==> config.mk <==
export PLATFORM = sky130hd
export DESIGN_NAME = alu_wb_buffer
export DESIGN_NICKNAME = d
export VERILOG_FILES = /design/src/rtl/alu_wb_buffer.sv
export SDC_FILE = /design/constraint.sdc
export NUM_CORES = 1
export LEC_CHECK = 0
export ABC_CLOCK_PERIOD_IN_PS = 8460
export CAP_MARGIN = 30
export CORE_AREA = 5 5 107 210
export DETAILED_ROUTE_END_ITERATION = 12
export DIE_AREA = 0 0 112 215
export MAX_ROUTING_LAYER = met4
export PLACE_DENSITY = 0.57
export REMOVE_ABC_BUFFERS = 1
export SLEW_MARGIN = 5
export SYNTH_ARGS = -nofsm -noshare
export SYNTH_HDL_FRONTEND = slang
export SYNTH_SLANG_ARGS = --single-unit
==> constraint.sdc <==
create_clock -name clk_i -period 8.46 [get_ports clk_i]
set_clock_uncertainty 0.05 [all_clocks]
set_input_delay 1.269 -clock clk_i [delete_from_list [all_inputs] [get_ports clk_i]]
set_output_delay 1.269 -clock clk_i [all_outputs]
set_load 0.1 [all_outputs]
==> src/rtl/alu_wb_buffer.sv <==
// Writeback skid buffer between the ALU and the scoreboard: a small circular FIFO
// that decouples ALU results from writeback backpressure and counts stall cycles.
module alu_wb_buffer #(
   parameter int XLEN          = 64,
   parameter int TRANS_ID_BITS = 3,
   parameter int DEPTH         = 2
) (
   input  logic                       clk_i,
   input  logic                       rst_i,
   input  logic                       flush_i,
   input  logic                       valid_i,
   output logic                       ready_o,
   input  logic [TRANS_ID_BITS-1:0]   trans_id_i,
   input  logic [XLEN-1:0]            result_i,
   input  logic                       is_branch_i,
   input  logic                       branch_res_i,
   output logic                       wb_valid_o,
   input  logic                       wb_ready_i,
   output logic [TRANS_ID_BITS-1:0]   wb_trans_id_o,
   output logic [XLEN-1:0]            wb_result_o,
   output logic                       wb_is_branch_o,
   output logic                       wb_branch_res_o,
   output logic [$clog2(DEPTH):0]     occupancy_o,
   output logic [15:0]                stall_cnt_o
);

   localparam int PW = (DEPTH > 1) ? $clog2(DEPTH) : 1;
   localparam int CW = $clog2(DEPTH) + 1;
   localparam logic [CW-1:0] FULL_CNT = CW'(DEPTH);

   logic [TRANS_ID_BITS-1:0] r_memId     [DEPTH];
   logic [XLEN-1:0]          r_memResult [DEPTH];
   logic                     r_memBranch [DEPTH];
   logic                     r_memBrRes  [DEPTH];

   logic [PW-1:0] r_rdPtr;
   logic [PW-1:0] r_wrPtr;
   logic [CW-1:0] r_count;
   logic [15:0]   r_stallCnt;

   logic w_ready;
   logic w_wbValid;
   logic w_push;
   logic w_pop;

   assign w_ready   = (r_count < FULL_CNT);
   assign w_wbValid = (r_count != '0);
   assign w_push    = valid_i && w_ready && !flush_i;
   assign w_pop     = w_wbValid && wb_ready_i && !flush_i;

   assign ready_o         = w_ready;
   assign wb_valid_o      = w_wbValid;
   assign wb_trans_id_o   = r_memId[r_rdPtr];
   assign wb_result_o     = r_memResult[r_rdPtr];
   assign wb_is_branch_o  = r_memBranch[r_rdPtr];
   assign wb_branch_res_o = r_memBrRes[r_rdPtr];
   assign occupancy_o     = r_count;
   assign stall_cnt_o     = r_stallCnt;

   // Entry storage; pointers are power-of-two wide so they wrap on their own.
   always_ff @(posedge clk_i) begin
      if (rst_i) begin
         for (int i = 0; i < DEPTH; i++) begin
            r_memId[i]     <= '0;
            r_memResult[i] <= '0;
            r_memBranch[i] <= 1'b0;
            r_memBrRes[i]  <= 1'b0;
         end
      end else if (w_push) begin
         r_memId[r_wrPtr]     <= trans_id_i;
         r_memResult[r_wrPtr] <= result_i;
         r_memBranch[r_wrPtr] <= is_branch_i;
         r_memBrRes[r_wrPtr]  <= is_branch_i & branch_res_i;
      end
   end

   always_ff @(posedge clk_i) begin
      if (rst_i || flush_i) begin
         r_rdPtr <= '0;
         r_wrPtr <= '0;
         r_count <= '0;
      end else begin
         if (w_push) r_wrPtr <= r_wrPtr + 1'b1;
         if (w_pop)  r_rdPtr <= r_rdPtr + 1'b1;
         if (w_push && !w_pop)      r_count <= r_count + 1'b1;
         else if (w_pop && !w_push) r_count <= r_count - 1'b1;
      end
   end

   // A request arriving with flush is dropped rather than held off, so it is not a stall.
   always_ff @(posedge clk_i) begin
      if (rst_i) begin
         r_stallCnt <= '0;
      end else if (valid_i && !w_ready && !flush_i && (r_stallCnt != 16'hFFFF)) begin
         r_stallCnt <= r_stallCnt + 16'd1;
      end
   end

endmodule
* Word level (Yosys, flattened, before mapping)
Memory sizes are Yosys's and may differ from the RTL's. A register that Yosys moved wholly into a read port is not among the register bits.
Index checks and enable logic that the tools add are counted.
Widths: inputs -> output; s select.
** Cells by class
- Add/subtract/negate cells :: 5
- $mul :: 0
- Divide/modulo/power cells :: 0
- $lt $le $gt $ge :: 1
- Equal/unequal tests :: 1
- Shifts and indexed selects :: 0
- Multiplexer cells :: 27
- Bitwise operators :: 1
- Reduce and logical (&&, ||, !) cells :: 20
** Operators by type and width (number)
- $mux 64 :: 1
- $reduce_or 64->1 :: 1
- $mux 1 :: 23
- $add 16x1->16 const B :: 1
- $ne 16x16->1 const B :: 1
- $logic_and 1x1->1 :: 9
- $logic_not 1->1 :: 4
- $mux 2 :: 2
- $reduce_bool 2->1 :: 2
- $mux 3 :: 1
- $reduce_or 3->1 :: 1
- $add 1x1->1 const B :: 2
- $add 2x1->2 const B :: 1
- $lt 2x2->1 const B :: 1
- $reduce_or 1->1 :: 2
- $sub 2x1->2 const B :: 1
- $and 1x1->1 :: 1
- $logic_or 1x1->1 :: 1
** Storage, ports and cells
- Register bits after elaboration :: 20
- Bits in latches :: 0
- RAM bits :: 138
- Bits in read-only memories :: 0
- Bits of input ports :: 74
- Output and inout bits :: 89
- Word-level logic and storage cells :: 63
- Memories :: 4
** Memory list
- r_memResult :: depth 2, width 64, read ports 1, clocked after Yosys merged registers in 1, write ports 2, line 32 : logic [XLEN-1:0] r_memResult [DEPTH];
- r_memId :: depth 2, width 3, read ports 1, clocked after Yosys merged registers in 1, write ports 2, line 31 : logic [TRANS_ID_BITS-1:0] r_memId [DEPTH];
- r_memBrRes :: depth 2, width 1, read ports 1, clocked after Yosys merged registers in 1, write ports 2, line 34 : logic r_memBrRes [DEPTH];
- r_memBranch :: depth 2, width 1, read ports 1, clocked after Yosys merged registers in 1, write ports 2, line 33 : logic r_memBranch [DEPTH];

* Longest topological paths before layout
Gate-level depths: netlist (run 1).
- Word-level depth :: 8
- Depth in mapped cells :: 8
- Depth with buffers taken out :: 8

* Worst setup path after synthesis (run 1)
Ideal clock, no wire load.
- Path type :: input port to flip-flop
- From :: input rst_i
- To :: memory r_memBrRes[1], enable pin
- Library setup time :: 0.438 ns
- Arrival :: 3.523 ns
- Data required time :: 7.972 ns
- Slack :: 4.449 ns
- Stages on the path :: 3
- Buffers on the path :: 2
- Cell sequence :: clkbuf_1 > clkbuf_8 > nand2b_1
** RTL lines
- start, declared :: line 9 : input logic rst_i,
- end, declared :: line 34

==> qor.yml, run 1 <==
floorplanning:
  die_w_um: 112
  placementRows: 75
  die_height_um: 215
  start_util_pct: 34.2
  num_io_pins: 163
  coreArea_mm2: 0.0207
  dieArea_mm2: 0.0241
global_routing:
  grtUsageTotal_pct: 13.8
  antenna_found_initial: 0
  grt_pass1_wl_um: 25400
  grt_max_degree: 70
  grt_pass1_vias: 4562
  overflow: 0
synthesis:
  synth_edf_count: 138
  synth_seq_area_share_pct: 64.4
  synthMuxAreaShare_pct: 11.6
  synth_top_area_cell: "edfxtp_1"
  ys.flop_type: "edfxtp_1"
  synth-xor-area-share_pct: 0.618
  yosys.area_share.simple_pct: 18.4
  synthCells: 501
  async_flop_share_pct: 0
  synth_cell_type_count: 49
  synth_top_area_share_pct: 58.4
  synth_compound_gate_area_share_pct: 2.21
  synthesis.area_mm2: 0.00709
  syn_area_per_cell_um2: 14.2
  synth.ff_latch_count: 159
  synth_adder_area_share_pct: 0.353
  synth_top_family_by_area: "simple AND/OR/NAND/NOR gates"
  yosysWarnings: 0
  synthTopCellsByArea: "edfxtp_1 (58%), and2_1 (12%), mux2_2 (11%), dfxtp_1 (5.9%), a21oi_1 (0.71%)"
final_layout:
  fin_util_pct: 46.8
  drive_gt1_share_pct: 18.2
  area_growth_pct: 36.9
  layout_common_cells: "clkdlybuf4s50_1 (162), edfxtp_1 (138), and2_1 (136), mux2_2 (71), dfxtp_1 (20)"
  finalNetCount: 735
  final_common_cell: "clkdlybuf4s50_1"
  diodes: 0
timing:
  fmax_ghz: 0.244
  rsz0062_at_grt: "false"
  min_period_ns: 4.10
  slew-limit-headroom_pct: 31.7
  maxSlewViolCount: 0
  hold_violations: 0
  setup_viol: 0
  tightest_slew_ns: 1.02
  setup-tns-final_ns: 0
  fin_crit_sh_pct: 48.4
routing:
  wirelength_um: 15900
  drc: 0
  detail_route.wl_per_cell_um: 16.9
  firstDrtPassIters: 4
  vias: 4439
  drtIter0Drc: 227
  via_per_inst: 4.72
  detail-route-antenna-nets: 0
setup_path:
  reg2reg_from: "stall_cnt_o[7]"
  critPathRequiredTime_ns: 7.14
  cp.arrival_ns: 2.78
  path_class: "flop to primary output"
  critPathMaxStageDelay_ns: 0.98
  r2r_setup_slack_ns: 6.39
  critPathLaunchType: "flop"
  crit_slowest_cell: "clkdlybuf4s50_1"
  worstSetupEndpointType: "primary output"
  r2r_cells: 4
  worstPathMaxFanout: 35
  r2r_end: "stall_cnt_o[9]"
  path_cells: "buf_12, mux2_2, clkdlybuf4s50_1"
power_and_ir_drop:
  vdd_drop_max_mv: 0.131
  p_total_w: 0.00215
  power_density_mw_per_mm2: 222
  leakage_nw: 3.52
clock_network:
  cts.sinks: 159
  cts.path.max_buffers: 2
  clk_pin_slew_ns: 0.06
  cts_tree: "yes"
  cts_setup_buffers: 0
  postCtsHoldBufs: 0
  cts_buffers: 17
  htree_levels: 4
  ctsRootBufferMaster: "clkbuf_16"
  ctsResizeCount: 0
  clkLatencyLatePin_ns: 0.42
placed_design:
  routabilityCongestion: 0.809
  dp_hpwl_um: 9970
  io_buffers: 162
run:
  maxCapViolCount: 0
status:
  status: "completed"
worst_hold_path:
  worstHoldStart: "stall_cnt_o[14]"
  whs_path_depth: 2
  min_to: "stall_cnt_o[14]"
  min_path_type: "flop to flop"
[report_power, final]
part / total [W] / internal [W] / leakage [nW] / switching (W)
sequential: 0.000902 / 0.000890 / 1.62 / 0.0000121
combinational: 0.000357 / 0.000105 / 1.58 / 0.000252
clock: 0.000894 / 0.000583 / 0.324 / 0.000311
[worst max path at each step]
stage,cells past startpoint,end,start
floorplan,1,wb_branch_res_o,flop
CTS,3,wb_result_o[29],flop
finish,3,wb_result_o[29],flop
global route,3,wb_result_o[40],flop
detailed placement,3,wb_result_o[29],flop
global placement,2,wb_result_o[9],flop
[sequential cells by signal (all words and copies together), names as in the netlist, named ones only]
name	flops
r_memId	6
occupancy_o	2
r_memResult	128
stall_cnt_o	16
r_memBranch	2
r_wrPtr	1
r_memBrRes	2
r_rdPtr	1
[cell usage after synthesis, types with 3 or more instances]
cell type	number
a21oi_1	10
and2_1	136
and3_1	3
buf_1	6
clkbuf_1	13
clkbuf_2	4
dfxtp_1	21
edfxtp_1	138
inv_1	6
mux2_2	71
nand2_1	7
nand2b_1	3
nand3_1	9
nand4_1	3
nor2_1	8
nor3_1	5
nor4_1	3
o21ai_0	4
o31ai_1	5
or4_1	5
xor2_1	3
[kinds of logic after synthesis]
| logic type | Yosys count |
|---|---|
| xor gates and xnor gates | 5 |
| adders and majority gates | 2 |
| muxes | 73 |
| DFF | 159 |
| and+or+nand+nor | 202 |
| AOI/OAI and AO/OA | 25 |
| buffers and inverters | 35 |
[metal layers]
layer	track usage (%)	vias up	part of all wire (%)
met4	3.73	0	0.58
met2	18.8	162	43
met5	-	-	0
met1	19.1	2143	48
li1	-	2126	-
met3	5.71	8	8.5
[per-stage QoR]
stage	worst slack (ns)	instance area, um2	instances	hold WS, ns
after global placement	4.59	8940	906	0.452
after floorplan	4.61	6940	472	0.470
after CTS	4.29	9680	939	0.476
after detailed placement	4.77	8990	908	0.465
final	4.36	9710	940	0.468
after global routing	4.26	9710	940	0.510
[area by class of cell]
class,count,area [um2]
clock inverters,14,263
repair buffers,168,1720
multi-input cells,307,2370
fillers,1852,11000
flip-flops and latches,159,4570
clock buffers,17,425
well taps,269,337
inverters,6,22.5
[worst max-delay path, delay by kind of cell, from the launching register on]
| kind | cells | cell delay (ns) |
|---|---|---|
| buffers and inverters | 2 | 1.27 |
| multiplexers | 1 | 0.39 |
| flip-flops | 1 | 0.68 |
(Power assumes the default switching activity.)
==> run 2, diff against run 1 <==
Settings changed: ABC_CLOCK_PERIOD_IN_PS 8460 to 3750, PLACE_DENSITY 0.57 to 0.6.
Clock period 8.46 ns to 3.75 ns, I/O delays scaled along.
==> run 2 against run 1 <==
  * Non-clock buffer count is 3 higher
  * Critical path type unchanged
  * Utilization is 1.3 points lower
  * Combinational power is 120% higher
  * Critical path depth is 1 lower
  * Worst setup slack worse by 3.5 ns
  * Sequential share of layout area is 1.4 points higher
  * Cell area is 2.8% lower
  * Die area stayed put
  * Register-to-register slack worse by 4.8 ns
  * First-iteration DRC count is 19% lower
  * Critical endpoint is now wb_valid_o
==> qor.yml, run 2 (synthesis results as in run 1) <==
status:
  status: "completed"  # unchanged
clock_network:
  cts_buffers: 17  # unchanged
  htree_levels: 4  # unchanged
  cts.sinks: 159  # unchanged
  cts_setup_buffers: 0  # unchanged
  postCtsHoldBufs: 0  # unchanged
  ctsResizeCount: 0  # unchanged
  clk_pin_slew_ns: 0.07  # was 0.06 ns
  cts_tree: "yes"  # unchanged
  ctsRootBufferMaster: "clkbuf_16"  # unchanged
  cts.path.max_buffers: 2  # unchanged
  clkLatencyLatePin_ns: 0.42  # about the same
routing:
  detail_route.wl_per_cell_um: 16.8  # was 16.9 um
  via_per_inst: 4.69  # was 4.72
  firstDrtPassIters: 4  # unchanged
  vias: 4425  # was 4439
  drc: 0  # unchanged
  detail-route-antenna-nets: 0  # unchanged
  drtIter0Drc: 185  # was 227
  wirelength_um: 15800  # was 15900 um
worst_hold_path:
  min_path_type: "flop to flop"  # unchanged
  min_to: "stall_cnt_o[14]"  # unchanged
  worstHoldStart: "stall_cnt_o[14]"  # unchanged
  whs_path_depth: 2  # unchanged
floorplanning:
  coreArea_mm2: 0.0207  # unchanged
  die_height_um: 215  # unchanged
  die_w_um: 112  # unchanged
  dieArea_mm2: 0.0241  # unchanged
  placementRows: 75  # unchanged
  num_io_pins: 163  # unchanged
  start_util_pct: 34.2  # unchanged
final_layout:
  final_common_cell: "edfxtp_1"  # was clkdlybuf4s50_1
  top_register: "r_memResult"  # unchanged
  diodes: 0  # unchanged
  fillers: 1889  # was 1852
  drive_gt1_share_pct: 28.9  # was 18.2%
  instances_no_fill: 944  # was 940
  fin_util_pct: 45.5  # was 46.8%
  layout_common_cells: "edfxtp_1 (138), and2_1 (136), clkdlybuf4s50_1 (93), buf_4 (75), mux2_2 (71)"  # was clkdlybuf4s50_1 (162), edfxtp_1 (138), and2_1 (136), mux2_2 (71), dfxtp_1 (20)
  area_growth_pct: 33.0  # was 36.9%
  largest_register_ffs: 128  # unchanged
  finalNetCount: 738  # was 735
timing:
  fin_crit_sh_pct: 76.1
  hold_violations: 0  # unchanged
  fmax_ghz: 0.350
  slew-limit-headroom_pct: 34.7  # was 31.7%
  maxSlewViolCount: 0  # unchanged
  rsz0062_at_grt: "false"  # unchanged
  final.setup.worst_slack_ns: 0.896  # was 4.36 ns
  setup_viol: 0  # unchanged
  setup-tns-final_ns: 0  # unchanged
  tightest_slew_ns: 0.977  # was 1.02 ns
  min_period_ns: 2.85
setup_path:
  r2r_setup_slack_ns: 1.64  # was 6.39 ns
  path_class: "flop to primary output"  # unchanged
  reg2reg_from: "stall_cnt_o[0]"  # was stall_cnt_o[7]
  path_cells: "or2_2, clkdlybuf4s50_1"  # was buf_12, mux2_2, clkdlybuf4s50_1
  worstSetupEndpointType: "primary output"  # unchanged
  critPathTopFamily: "buffers and inverters"  # unchanged
  r2r_end: "stall_cnt_o[9]"  # unchanged
  crit_slowest_cell: "clkdlybuf4s50_1"  # unchanged
  cp.arrival_ns: 2.24  # was 2.78 ns
  r2r_cells: 5  # was 4
  critPathLaunchType: "flop"  # unchanged
  cp.buffers_inverters: 1  # was 2
  worstPathMaxFanout: 8  # was 35
  critPathRequiredTime_ns: 3.14  # was 7.14 ns
  critPathMaxStageDelay_ns: 1.13  # was 0.98 ns
power_and_ir_drop:
  p_int_w: 0.00316  # was 0.00158 W
  vdd_drop_max_mv: 0.279  # was 0.131 mV
  p_sw_w: 0.00136  # was 0.000575 W
  p_seq_share_pct: 44.9  # was 41.9%
  swShare_pct: 30.0  # was 26.7%
  p_total_w: 0.00452  # was 0.00215 W
  leakage_nw: 3.59  # was 3.52 nW
  clkPwrFrac_pct: 37.5  # was 41.5%
  power_density_mw_per_mm2: 479  # was 222 mW/mm2
  comb_power_share_pct: 17.6  # was 16.6%
global_routing:
  grt_pass1_wl_um: 25500  # was 25400 um
  grt_pass1_vias: 4664  # was 4562
  grtUsageTotal_pct: 13.8  # about the same
  antenna_found_initial: 0  # unchanged
  overflow: 0  # unchanged
  grt_max_degree: 70  # unchanged
placed_design:
  pre_cts_ws_ns: 0.934  # was 4.77 ns
  io_buffers: 162  # unchanged
  routabilityCongestion: 0.780  # was 0.809
  dp_cells: 912  # was 908
  dp_hpwl_um: 10200  # was 9970 um
run:
  maxCapViolCount: 0  # unchanged
==> run 2: cell count changes in the layout (fill, tap and decap cells not counted) <==
| cell | previous run | this run |
|---|---|---|
| clkinv_2 | 0 | 1 |
| buf_4 | 3 | 75 |
| clkinv_4 | 1 | 3 |
| inv_6 | 2 | 8 |
| clkinvlp_4 | 3 | 0 |
| buf_12 | 1 | 2 |
| bufinv_16 | 7 | 1 |
| clkdlybuf4s50_1 | 162 | 93 |
| inv_8 | 0 | 1 |
| buf_16 | 2 | 1 |
==> run 2: metal layers <==
| metal | share of wire, % | global-route usage, % |
|---|---|---|
| met4 | 2.0 | 4.93 |
| met1 | 49 | 19.2 |
| met5 | 0 | - |
| met2 | 43 | 19.2 |
| met3 | 6.9 | 4.00 |
==> run 2: per-stage QoR <==
step / instance area (um2) / hold WS [ns]
after global routing: 9430 / 0.496
after detailed placement: 8860 / 0.461
after CTS: 9430 / 0.472
after global placement: 8830 / 0.455
final: 9430 / 0.470
after floorplan: 6940 / 0.470
==> run 2: worst max-delay path by stage <==
stage,from,cells after the start,endpoint,slack [ns]
after floorplan,occupancy_o[1],3,r_memBrRes[1],0.44
after global routing,occupancy_o[1],2,wb_valid_o,0.81
final,occupancy_o[1],2,wb_valid_o,0.90
after global placement,flush_i,5,r_memResult[1][0],0.97
after detailed placement,flush_i,6,r_memBrRes[1],0.93
after CTS,occupancy_o[1],2,wb_valid_o,0.86
==> run 2: layout make-up <==
type	instances	area [um2]	share of cell area (%)
clock inverters	15	146	1.55
clock buffers	17	425	4.51
flip-flops and latches	159	4570	48.4
multi-input cells	307	2370	25.1
inverters	6	22.5	0.239
well taps	269	337	3.57
repair buffers	171	1560	16.6
==> run 2: worst register-to-register path, delay by kind of cell (launching register included) <==
family / cells / cell delay [ns]
fa+ha+maj: 1 / 0.35
simple gates: 3 / 0.87
flops: 1 / 0.43
mux: 1 / 0.30
==> run 2: power by group through the flow <==
| stage | Sequential [W] | Combinational (W) | Clock [W] |
|---|---|---|---|
| global route | 0.00204 | 0.000826 | 0.00181 |
| detailed placement | 0.00207 | 0.000801 | 0 |
| CTS | 0.00203 | 0.000803 | 0.00174 |
| global placement | 0.00207 | 0.000793 | 0 |
| floorplan | 0.00208 | 0.000552 | 0 |
| finish | 0.00203 | 0.000795 | 0.00169 |
